==> src/rtl/tt_rng_collector.sv <==
// Random bit collector: health tests (RCT/APT), warm-up discard,
// MSB-first word packing and a small valid/ready output FIFO.
module tt_rng_collector #(
    parameter int unsigned WORD_W     = 8,
    parameter int unsigned FIFO_DEPTH = 4,
    parameter int unsigned WARMUP     = 64,
    parameter int unsigned RCT_CUTOFF = 32,
    parameter int unsigned APT_WINDOW = 512,
    parameter int unsigned APT_CUTOFF = 410
) (
    input  logic                            clk,
    input  logic                            rst_n,
    input  logic                            enable,
    input  logic                            clr,
    input  logic                            bit_in,
    input  logic                            bit_valid,
    output logic [WORD_W-1:0]               out_data,
    output logic                            out_valid,
    input  logic                            out_ready,
    output logic                            health_fail,
    output logic [1:0]                      fail_code,
    output logic                            overflow,
    output logic [$clog2(FIFO_DEPTH):0]     fifo_level,
    output logic [1:0]                      state
);

    localparam int unsigned LVL_W = $clog2(FIFO_DEPTH) + 1;
    localparam int unsigned PTR_W = (FIFO_DEPTH > 1) ? $clog2(FIFO_DEPTH) : 1;
    localparam int unsigned RC_W  = $clog2(RCT_CUTOFF + 1);
    localparam int unsigned AP_W  = $clog2(APT_WINDOW + 1);
    localparam int unsigned WU_W  = $clog2(WARMUP + 1);
    localparam int unsigned BC_W  = $clog2(WORD_W + 1);

    typedef enum logic [1:0] {
        S_IDLE = 2'b00,
        S_WARM = 2'b01,
        S_RUN  = 2'b10,
        S_FAIL = 2'b11
    } state_t;

    state_t              state_q, state_n;
    logic [RC_W-1:0]     rc_q, rc_n;
    logic                prev_q, prev_n;
    logic [AP_W-1:0]     apt_pos_q, apt_pos_n;
    logic [AP_W-1:0]     ac_q, ac_n;
    logic                ref_q, ref_n;
    logic [WU_W-1:0]     warm_q, warm_n;
    logic [BC_W-1:0]     bit_cnt_q, bit_cnt_n;
    logic [WORD_W-2:0]   shreg_q, shreg_n;
    logic [WORD_W-1:0]   mem_q [FIFO_DEPTH];
    logic [WORD_W-1:0]   mem_n [FIFO_DEPTH];
    logic [PTR_W-1:0]    wr_q, wr_n, rd_q, rd_n;
    logic [LVL_W-1:0]    level_n;
    logic [WORD_W-1:0]   out_data_n;
    logic                out_valid_n, health_fail_n, overflow_n;
    logic [1:0]          fail_code_n;

    logic                accept, rd_en, wr_en, do_wr, full, flush, rct_hit, apt_hit;
    logic [WORD_W-1:0]   word;

    assign state = state_q;

    // State register
    always_ff @(posedge clk or negedge rst_n) begin
        if (!rst_n) state_q <= S_IDLE;
        else        state_q <= state_n;
    end

    // Next state, health tests, packing and FIFO bookkeeping
    always_comb begin
        state_n       = state_q;
        rc_n          = rc_q;
        prev_n        = prev_q;
        apt_pos_n     = apt_pos_q;
        ac_n          = ac_q;
        ref_n         = ref_q;
        warm_n        = warm_q;
        bit_cnt_n     = bit_cnt_q;
        shreg_n       = shreg_q;
        mem_n         = mem_q;
        wr_n          = wr_q;
        rd_n          = rd_q;
        level_n       = fifo_level;
        health_fail_n = health_fail;
        fail_code_n   = fail_code;
        overflow_n    = overflow;
        accept        = bit_valid && (state_q == S_WARM || state_q == S_RUN);
        rd_en         = out_valid && out_ready;
        wr_en         = 1'b0;
        do_wr         = 1'b0;
        full          = (fifo_level == LVL_W'(FIFO_DEPTH));
        flush         = 1'b0;
        rct_hit       = 1'b0;
        apt_hit       = 1'b0;
        word          = {shreg_q, bit_in};

        case (state_q)
            S_IDLE: begin
                rc_n      = '0;
                prev_n    = 1'b0;
                apt_pos_n = '0;
                ac_n      = '0;
                ref_n     = 1'b0;
                warm_n    = '0;
                bit_cnt_n = '0;
                shreg_n   = '0;
                if (clr)    overflow_n = 1'b0;
                if (enable) state_n = S_WARM;
            end
            S_WARM, S_RUN: begin
                if (clr)     overflow_n = 1'b0;
                if (!enable) state_n = S_IDLE;
            end
            default: begin
                if (clr) begin
                    state_n       = S_IDLE;
                    health_fail_n = 1'b0;
                    fail_code_n   = 2'b00;
                    overflow_n    = 1'b0;
                end
            end
        endcase

        if (accept) begin
            rc_n   = (rc_q == '0 || bit_in != prev_q) ? RC_W'(1) : rc_q + RC_W'(1);
            prev_n = bit_in;
            if (apt_pos_q == '0 || apt_pos_q == AP_W'(APT_WINDOW)) begin
                ref_n     = bit_in;
                ac_n      = AP_W'(1);
                apt_pos_n = AP_W'(1);
            end else begin
                apt_pos_n = apt_pos_q + AP_W'(1);
                ac_n      = (bit_in == ref_q) ? ac_q + AP_W'(1) : ac_q;
            end
            rct_hit = (rc_n == RC_W'(RCT_CUTOFF));
            apt_hit = (ac_n == AP_W'(APT_CUTOFF));

            if (rct_hit || apt_hit) begin
                state_n       = S_FAIL;
                health_fail_n = 1'b1;
                fail_code_n   = {apt_hit, rct_hit};
                flush         = 1'b1;
            end else if (state_q == S_WARM) begin
                warm_n = warm_q + WU_W'(1);
                if (enable && warm_n == WU_W'(WARMUP)) state_n = S_RUN;
            end else begin
                shreg_n = word[WORD_W-2:0];
                if (bit_cnt_q == BC_W'(WORD_W - 1)) begin
                    bit_cnt_n = '0;
                    wr_en     = 1'b1;
                end else begin
                    bit_cnt_n = bit_cnt_q + BC_W'(1);
                end
            end
        end

        if (flush) begin
            wr_n    = '0;
            rd_n    = '0;
            level_n = '0;
        end else begin
            do_wr = wr_en && (!full || rd_en);
            if (wr_en && !do_wr) overflow_n = 1'b1;
            if (do_wr) begin
                mem_n[wr_q] = word;
                wr_n        = wr_q + PTR_W'(1);
            end
            if (rd_en) rd_n = rd_q + PTR_W'(1);
            if (do_wr && !rd_en)      level_n = fifo_level + LVL_W'(1);
            else if (!do_wr && rd_en) level_n = fifo_level - LVL_W'(1);
        end

        out_valid_n = (level_n != '0);
        out_data_n  = mem_n[rd_n];
    end

    // Datapath and output registers
    always_ff @(posedge clk or negedge rst_n) begin
        if (!rst_n) begin
            rc_q        <= '0;
            prev_q      <= 1'b0;
            apt_pos_q   <= '0;
            ac_q        <= '0;
            ref_q       <= 1'b0;
            warm_q      <= '0;
            bit_cnt_q   <= '0;
            shreg_q     <= '0;
            for (int i = 0; i < int'(FIFO_DEPTH); i++) mem_q[i] <= '0;
            wr_q        <= '0;
            rd_q        <= '0;
            fifo_level  <= '0;
            out_data    <= '0;
            out_valid   <= 1'b0;
            health_fail <= 1'b0;
            fail_code   <= 2'b00;
            overflow    <= 1'b0;
        end else begin
            rc_q        <= rc_n;
            prev_q      <= prev_n;
            apt_pos_q   <= apt_pos_n;
            ac_q        <= ac_n;
            ref_q       <= ref_n;
            warm_q      <= warm_n;
            bit_cnt_q   <= bit_cnt_n;
            shreg_q     <= shreg_n;
            mem_q       <= mem_n;
            wr_q        <= wr_n;
            rd_q        <= rd_n;
            fifo_level  <= level_n;
            out_data    <= out_data_n;
            out_valid   <= out_valid_n;
            health_fail <= health_fail_n;
            fail_code   <= fail_code_n;
            overflow    <= overflow_n;
        end
    end

endmodule
==> config.mk <==
export PLATFORM = sky130hd
export DESIGN_NAME = tt_rng_collector
export DESIGN_NICKNAME = d
export VERILOG_FILES = /design/src/rtl/tt_rng_collector.sv
export SDC_FILE = /design/constraint.sdc
export NUM_CORES = 1
export LEC_CHECK = 0
export CAP_MARGIN = 10
export CORE_ASPECT_RATIO = 2
export CORE_UTILIZATION = 45
export DETAILED_ROUTE_END_ITERATION = 6
export PLACE_DENSITY = 0.65
export RECOVER_POWER = 25
export SKIP_CTS_REPAIR_TIMING = 1
export SYNTH_ARGS = -nofsm -noshare
export SYNTH_HDL_FRONTEND = slang
export SYNTH_SLANG_ARGS = --single-unit
==> constraint.sdc <==
create_clock -name clk -period 4.8 [get_ports clk]
set_input_delay 0.96 -clock clk [delete_from_list [all_inputs] [get_ports clk]]
set_output_delay 0.96 -clock clk [all_outputs]
set_load 0.05 [all_outputs]
### Yosys cells after proc, flatten, opt, wreduce, memory -nomap -nowiden

Index checks and enable logic that the tools add are counted.

* flip-flop bits (word level): 100
* bits of input ports: 7
* word-level logic and storage cells: 137

* add/sub/neg operators: 9
* order comparisons: 3
* equal/unequal tests: 10
* muxes and demuxes: 68
* bitwise operators: 2
* reduce and logical (&&, ||, !) cells: 24

Operator list (count)
* 10-bit two-way mux: 7
* 32-bit two-way mux: 2
* 7-bit two-way mux: 8
* 32-bit bitwise mux: 1
* 2-bit two-way mux: 15
* 8-bit two-way mux: 3
* 10-bit by 1-bit adder with 10-bit output (second input constant): 2
* 4-bit two-way mux: 5
* 1-bit two-way mux: 18
* 6-bit two-way mux: 3
* 8-bit binary-select mux with 2-bit select: 1
* 8-bit demux with 2-bit select: 1
* 10-bit equality test (second input constant): 1
* 10-bit by 9-bit equality test with 1-bit output (second input constant): 1
* 10-bit logical NOT: 1
* 3-bit two-way mux: 3
* 1-bit logical AND: 8
* 7-bit by 1-bit adder with 7-bit output (second input constant): 1
* 7-bit equality test (second input constant): 1
* 6-bit by 1-bit adder with 6-bit output (second input constant): 1
* 6-bit equality test (second input constant): 1
* 3-bit >= comparator (second input constant): 2
* 6-bit logical NOT: 1
* 2-bit inverter with 3-bit output: 2
* 19 further kinds: 27

### Longest topological paths before layout

Gate-level depths: netlist of run 1.

* depth in word-level cells: 15
* gate-level depth with buffers: 12
* gate-level depth less buffers: 10

### Least setup slack after synthesis of run 1

OpenSTA, ideal clock, no wires.

* kind: input port to flip-flop
* from: in bit_in
* to: reg out_data[7]
* library setup time: 0.077 ns
* data arrival time: 2.980 ns
* required time: 4.723 ns
* setup slack: 1.742 ns
* stages on the path: 9
* buffers on the path: 1
* cell sequence: xor2_1 > nor3_2 > mux2i_1 > and4_1 > nand3_1 > and3_1 > buf_1 > a32o_1 > a21oi_1

* cells in the longest elaborated chain, start to end: 14

RTL lines
* start, declared: RTL line 15 `input logic bit_in,`
* 1-bit equality test: RTL line 133 `ac_n = (bit_in == ref_q) ? ac_q + AP_W'(1) : ac_q;`
* 10-bit two-way mux: RTL line 133
* 10-bit two-way mux: RTL line 127 `if (apt_pos_q == '0 || apt_pos_q == AP_W'(APT_WINDOW)) begin`
* 10-bit two-way mux: RTL line 124 `if (accept) begin`
* 10-bit by 9-bit equality test with 1-bit output: RTL line 136 `apt_hit = (ac_n == AP_W'(APT_CUTOFF));`
* 1-bit logical OR (*): RTL line 138 `if (rct_hit || apt_hit) begin`
* 1-bit two-way mux: RTL line 138
* 1-bit two-way mux: RTL line 124
* 1-bit logical AND: RTL line 162 `do_wr = wr_en && (!full || rd_en);`
* 32-bit two-way mux: RTL line 164 `if (do_wr) begin`
* 32-bit two-way mux: RTL line 157 `if (flush) begin`
* 8-bit binary-select mux with 2-bit select (*): RTL line 174 `out_data_n = mem_n[rd_n];`
* 8-bit two-way mux (not written as such) (*) (2 in a row): RTL line 174
* named net out_data_n[7]: RTL line 54 `logic [WORD_W-1:0] out_data_n;`
* end signal, assigned: RTL line 210 `out_data <= out_data_n;`
* end, declared: RTL line 17 `output logic [WORD_W-1:0] out_data,`

Mark *: on every way through the listed nets, which the timed path passes. The rest lies on a longest branch. The select of a mux whose other input is x is not followed.
A chain may end at the register's enable or synchronous reset.

### Worst setup path in the final report of run 1

* from: in bit_in
* to: reg out_data[5]

Same word-level chain as after synthesis.

==> results of run 1 <==
-- routing by layer --
layer	global-route usage, %	part of all wire [%]
met1	23.3	38
met2	39.2	56
met3	3.77	2.5
met4	10.0	3.2
met5	0	0
-- critical path, delay by kind of cell --
kind	cells	cell delay, ns
AOI/OAI and AO/OA	2	0.42
muxes	1	0.39
xor gates and xnor gates	1	0.27
buffers and inverters	1	0.54
and+or+nand+nor	4	1.39
-- final timing paths --
check                           from           to  slack, ns  depth (start not counted)
max                           bit_in  out_data[5]       1.05                          9
min                        mem_q[15]    mem_q[15]       0.48                          2
max reg2reg                  ac_q[0]  out_data[5]       1.54                          9
min reg2reg                mem_q[15]    mem_q[15]       0.48                          2
max in group asynchronous      rst_n      rc_q[2]       2.50                          2
min in group asynchronous      rst_n   shreg_q[2]       1.04                          1
-- registers in the layout, summed over array words and instances, names as in the netlist --
signal and cells:
out_data 8, state 2, warm_q 7, prev_q 1, bit_cnt_q 4, apt_pos_q 9, fifo_level 3, ac_q 10
shreg_q 7, wr_q 2, overflow 1, out_valid 1, rd_q 2, fail_code 2, ref_q 1, health_fail 1
rc_q 6, mem_q 32
-- layout make-up --
cell class | count | area share [%]
multi-input combinational | 385 | 44.3
clock buffer | 12 | 4.23
sequential | 99 | 40.9
inverter | 33 | 2.04
timing repair buffer | 31 | 4.75
clock inverter | 4 | 0.805
tap | 145 | 2.99
-- cells in the final DEF (no fill, tap or decap), types with 4 or more instances in the layout --
cell             Yosys  routed
nor3b_1              8       8
nand2b_1            13      13
nor2_1              25      25
a31oi_1              4       4
a21oi_1             15      15
nand3_1             19      19
mux2_2              18      18
o211ai_1             5       5
a2111oi_0            6       6
nand3b_1             5       5
clkdlybuf4s50_1      0      23
and2_1               4       4
buf_4                4       7
mux2i_1             21      21
nand2_1             56      56
xnor2_1              6       6
nand4_1              7       7
ha_1                18      18
clkbuf_16            0       9
nor3_1               5       5
o22ai_1              4       4
o21ai_0             59      59
xor2_1               9       9
and3_1              20      20
a221oi_1             6       6
inv_1               33      33
dfrtp_1             99      99
-- power by group through the flow --
| stage | combinational, mW | clock (mW) | sequential (mW) |
|---|---|---|---|
| finish | 1.01 | 0.738 | 1.06 |
| global placement | 0.992 | 0 | 1.07 |
| CTS | 1.02 | 0.755 | 1.06 |
| global route | 1.11 | 0.791 | 1.08 |
| floorplan | 0.557 | 0 | 1.20 |
| detailed placement | 1.01 | 0 | 1.08 |
-- stage by stage --
stage	power, mW	util, %	hold WS (ns)
final	2.81	51.8	0.485
after floorplan	1.76	-	0.440
after global placement	2.07	49.2	0.469
after CTS	2.83	51.8	0.490
after detailed placement	2.09	49.2	0.475
after global routing	2.97	51.8	0.503
-- kinds of logic after synthesis --
logic type                 Yosys count
and+or+nand+nor                    181
AOI/OAI and AO/OA                  132
DFF                                 99
buffers and inverters               59
muxes                               39
adders and majority gates           18
xor gates and xnor gates            15
==> summary.md, run 1 <==
| Metric | Value |
|---|---|
| CP Cell Sequence | clkdlybuf4s50_1 -> xor2_1 -> nor3_2 -> mux2i_1 -> and4_1 -> nand3_1 -> nand3_1 -> a2111oi_0 -> a221oi_1 |
| Yosys top cell by area | dfrtp_1 |
| ANT cells | 0 |
| Failing checks | capacitance limit, slew limit |
| Post-synth EDFFs | 0 |
| Worst VDD drop | 0.229 mV |
| Crit path launch type | primary input |
| Total Wirelength | between 10 and 15 mm |
| Worst EP arrival | about 4.0 ns |
| Filler cell count | between 1k and 1.5k |
| Worst path max stage delay | between 0.5 and 0.6 ns |
| Worst slew margin | -12.0% |
| Drt wl/cell | 17.5 um |
| CP max-delay cell | clkdlybuf4s50_1 |
| Reg power frac | between 30 and 40% |
| Grt total ovfl | 0 |
| Final setup viols | 0 |
| Switching Power | about 1.1 mW |
| Ys flop type | dfrtp_1 |
| Final Critical Period | ~3.8 ns |
| Number of hold violations in the final report | 0 |
| Fmax | 267 MHz |
| Lkg Pwr | between 2 and 3 nW |
| Adder-cell share of the synthesized area | under 10% |
| Post-synthesis compound-gate area fraction | about 17% |
| Clock Power Share | 26.2% |
| Drt first pass iters | 4 |
| PwrDens | 464 nW/um^2 |
| Footprint of the multi-input gates | ~2700 um^2 |
| Layout cells sized above 1 | a little over a tenth |
| Root Driver | clkbuf_16 |
| Vias in the first global route | roughly 4.2k |
| Inst Count DP | between 600 and 700 |
| Die width | about 80 um |
| Sequential-to-total area share from yosys stat | approximately 46% |
| Most frequent cells after synthesis | 99 x dfrtp_1, 59 x o21ai_0, 56 x nand2_1 |
| Async set-or-reset flop fraction in the synthesized netlist | 100% |
| Global-route usage over all layers | approximately 21% |
| Worst-margin pin slew | 1.68 ns |
| Die area | approximately 13,000 um^2 |
| Chip height | about 160 um |
| Max Fanout on Critical Path | 9 |
| Setup Slack @ Placement | between 0.7 and 0.8 ns |
| Status | finished, violations left |
| Synth unique cells | between 60 and 70 |
| Core Area | approximately 12,000 um^2 |
| Critical Path End Type | register |
| Design area | a little over 6000 um^2 |
| Crit-path most repeated cell | nand3_1 |
| Mean Syn Cell Area | around 10 um^2 |
| IO Pins | 25 |
| Post-DP HPWL | just under 9 mm |
| Syn Inst Count | roughly 540 |
| XOR/XNOR Fraction of Synth Area | 2.42% |
| Combinational power share | approximately 36% |
| Detailed-route via count | ~4.1k |
| Clock transition at the registers of the reported paths | approximately 0.070 ns |
| Largest net degree at the start of global routing | 67 |
| Int Power | around 1.7 mW |
| Via density | roughly 5.8 |
| Largest family of logic cells by synthesized area | simple AND/OR/NAND/NOR gates |
| Synth Register Bits | between 90 and 100 |
| Mux cell area share after synthesis | under 10% |
| TritonCTS Buffers | 9 |
| Number of max-cap violations | 1 |
| Routability cong. | slightly above 0.8 |
| RSZ-0062 raised after global routing | no |
| I/O Buffers | 24 |
| Area Overhead vs Synth | 11.8% |
| Worst hold path type | register to register |
| CP required | slightly above 5 ns |
| Most numerous cell in the Yosys netlist | dfrtp_1 |
| Non-filler cells, final | 709 |
| Clk sinks | a little under 100 |
| Crit Path Class | primary input to register |
| Top cells by area, synth | dfrtp_1 46%, o21ai_0 5.4%, ha_1 4.2%, mux2i_1 3.9%, nand2_1 3.9% |
| Net Sw Frac | between 30% and 40% |
| First-pass GRT wire length | 20.5 mm |
| Yosys warnings | 0 |
| Post-Route Setup TNS | 0 ns |
| Initial antenna violation count | 0 |
| Simple-gate share of the synthesized area | between 10% and 20% |
| Syn Std Cell Area | 5420 um^2 |
| Fin Clk Skew | 0.00669 ns |
| Setup WS post-layout | ~1.0 ns |
| Post-synth top area share | 45.7% |
| Sequential cell area | around 2500 um^2 |
| Placed cell area | roughly 5800 um^2 |
| Rows | 56 |
| Clock buffer depth | 2 |
| CTS tree | yes |
| Nets@finish | between 500 and 600 |
| Count of pins over their slew limit | 67 |
| H-Tree Depth | 3 |
| Final worst path period share | around 78% |
| Effective utilization at floorplan | 46.3% |
| Initial DRC count | ~260 |
| Post-route ant nets | 0 |
| Syn nets | 568 |
| Insertion delay to the later sink of the worst-skew pair | 0.34 ns |
| Residual DRC count | 0 |
Note: power is estimated with default switching activity, not from simulation.
==> inputs of run 2 (changes only) <==
Clock period 4.8 ns to 3.68 ns, I/O delays scaled along.
==> summary.md, run 2 (synthesized netlist as in run 1, its figures left out) <==
| Metric | Value |
|---|---|
| Worst VDD drop | 0.283 mV (+24%) |
| PwrDens | 584 nW/um^2 (+26%) |
| Via density | 5.68 (-2.4%) |
| Clock buffer depth | 2 (unchanged) |
| Critical Path End Type | register |
| Net Sw Frac | 39.6% (+0.92 points) |
| Status | finished, violations left |
| Crit Path Class | primary input to register |
| Residual DRC count | 0 (unchanged) |
| Final worst path period share | about nine tenths |
| Fmax | approximately 300 MHz |
| Most frequent cells in the layout | 99 x dfrtp_1, 59 x o21ai_0, 56 x nand2_1 |
| Failing checks | capacitance limit, slew limit |
| Total Wirelength | 12.0 mm (-3.2%) |
| CTS tree | yes |
| Drt wl/cell | 16.5 um (-5.5%) |
| Root Driver | clkbuf_16 |
| Post-Route Setup TNS | 0 ns (unchanged) |
| First-pass GRT wire length | 20.3 mm (-1.1%) |
| Worst-margin pin slew | 2.42 ns (+0.745 ns) |
| Initial DRC count | 240 (-8.0%) |
| Routability cong. | 0.849 (+5.0%) |
| Chip height | 157 um (unchanged) |
| Global-route usage over all layers | 20.9% (-0.51 points) |
| Clock transition at the registers of the reported paths | 0.07 ns (about the same) |
| TritonCTS Buffers | 9 (unchanged) |
| Effective utilization at floorplan | 46.3% (unchanged) |
| Rows | 56 (unchanged) |
| Number of max-cap violations | 1 (unchanged) |
| Reg power frac | 37.9% (+0.2 points) |
| Largest net degree at the start of global routing | 100 (+49%) |
| Final core utilization | 53.0% (+1.2 points) |
| Detailed-route via count | 4,126 (-0.073%) |
| Die area | 12,500 um^2 (unchanged) |
| Regs by FF count | mem_q x32, ac_q x10, apt_pos_q x9 |
| Fin Clk Skew | 0.00748 ns (+0.000791 ns) |
| Worst path max stage delay | 0.51 ns (-0.03 ns) |
| Core Area | 11,700 um^2 (unchanged) |
| Layout cells sized above 1 | 13.8% (+2.8 points) |
| Hold Slack | 0.487 ns (+0.00262 ns) |
| Post-route ant nets | 0 (unchanged) |
| Nets@finish | 601 (+2.9%) |
| Worst EP arrival | 3.49 ns (-0.49 ns) |
| Post-DP HPWL | 8.77 mm (-1.8%) |
| Final Critical Period | ~3.2 ns |
| ANT cells | 0 (unchanged) |
| CP max-delay cell | clkdlybuf4s50_1 |
| Final setup viols | 0 (unchanged) |
| Worst hold path type | register to register |
| Drt first pass iters | 5 (+1) |
| Vias in the first global route | 4,176 (+0.24%) |
| Insertion delay to the later sink of the worst-skew pair | 0.35 ns (about the same) |
| Area Overhead vs Synth | 14.3% |
| IO Pins | 25 (unchanged) |
| Switching Power | 1.43 mW (+32%) |
| RSZ-0062 raised after global routing | no |
| Clock Power Share | 25.6% (-0.6 points) |
| Count of pins over their slew limit | 100 (+49%) |
| Worst slew margin | -61.6% (-50 points) |
| CP Cell Sequence | clkdlybuf4s50_1 -> xor2_1 -> nor3_2 -> mux2i_1 -> nand4_4 -> o211ai_4 -> and3_1 -> a2111oi_0 -> a221oi_1 |
| Final total power | 3.62 mW (+29%) |
| Die width | 79.6 um (unchanged) |
| Int Power | 2.19 mW (+27%) |
| Max FFs per register | 32 (unchanged) |
| Most flops, register | mem_q |
| Grt total ovfl | 0 (unchanged) |
| Commonest non-fill, non-tap cell in the layout | dfrtp_1 |
| Number of hold violations in the final report | 0 (unchanged) |
| Clk sinks | 99 (unchanged) |
| CP required | 3.93 ns (-1.10 ns) |
| Crit path launch type | primary input |
| H-Tree Depth | 3 (unchanged) |
| Lkg Pwr | 3.02 nW (+2.8%) |
| I/O Buffers | 24 (unchanged) |
| Initial antenna violation count | 0 (unchanged) |
| Combinational power share | 36.5% (+0.5 points) |
| Max Fanout on Critical Path | 14 (+5) |
-- run 2: cell count changes in the layout (fill, tap and decap cells not counted), moves of 2 or more --
cell	before	now
clkinv_2	2	0
buf_12	0	2
clkbuf_8	2	0
inv_8	0	2
inv_6	0	3
buf_4	7	21
-- run 2: final timing paths --
| path | startpoint | end | slack [ns] | depth (start not counted) |
|---|---|---|---|---|
| max | bit_in | out_data[5] | 0.43 | 9 |
| min | mem_q[9] | mem_q[9] | 0.49 | 2 |
| max reg2reg | ac_q[0] | out_data[5] | 0.58 | 9 |
| min reg2reg | mem_q[9] | mem_q[9] | 0.49 | 2 |
| max in group asynchronous | rst_n | wr_q[1] | 1.04 | 2 |
| min in group asynchronous | rst_n | mem_q[14] | 1.24 | 2 |
-- run 2: stage by stage --
stage	instances	worst slack [ns]	area (um^2)
after floorplan	543	0.846	5420
after global placement	710	0.132	5920
after detailed placement	710	0.0896	5920
after CTS	726	0.430	6210
after global routing	726	0.193	6200
final	726	0.432	6200
-- run 2: cell type report --
class	count	area, um^2
clock buffer	9	225
clock inverter	7	65.1
fill	1004	5500
inverter	33	124
multi-input combinational	385	2680
sequential	99	2480
tap	145	181
timing repair buffer	48	440
-- run 2: power groups by stage --
stage | logic [mW] | clock network [mW] | registers [mW]
floorplan | 0.727 | 0 | 1.57
global placement | 1.29 | 0 | 1.39
detailed placement | 1.32 | 0 | 1.39
CTS | 1.33 | 0.953 | 1.37
global route | 1.45 | 1.00 | 1.40
finish | 1.32 | 0.929 | 1.37
-- run 2: layer usage --
layer	part of all wire (%)	wire, um	track usage [%]
met3	1.7	203	3.42
met1	39	4670	22.9
met2	57	6840	39.2
met4	2.3	278	7.88
met5	0	0	0
-- run 2: worst max-delay path, delay by kind of cell --
kind                   cells  cell delay [ns]
AND/OR/NAND/NOR            3             0.79
AO/OA/AOI/OAI              3             0.78
buffers and inverters      1             0.51
multiplexers               1             0.43
XOR/XNOR                   1             0.24
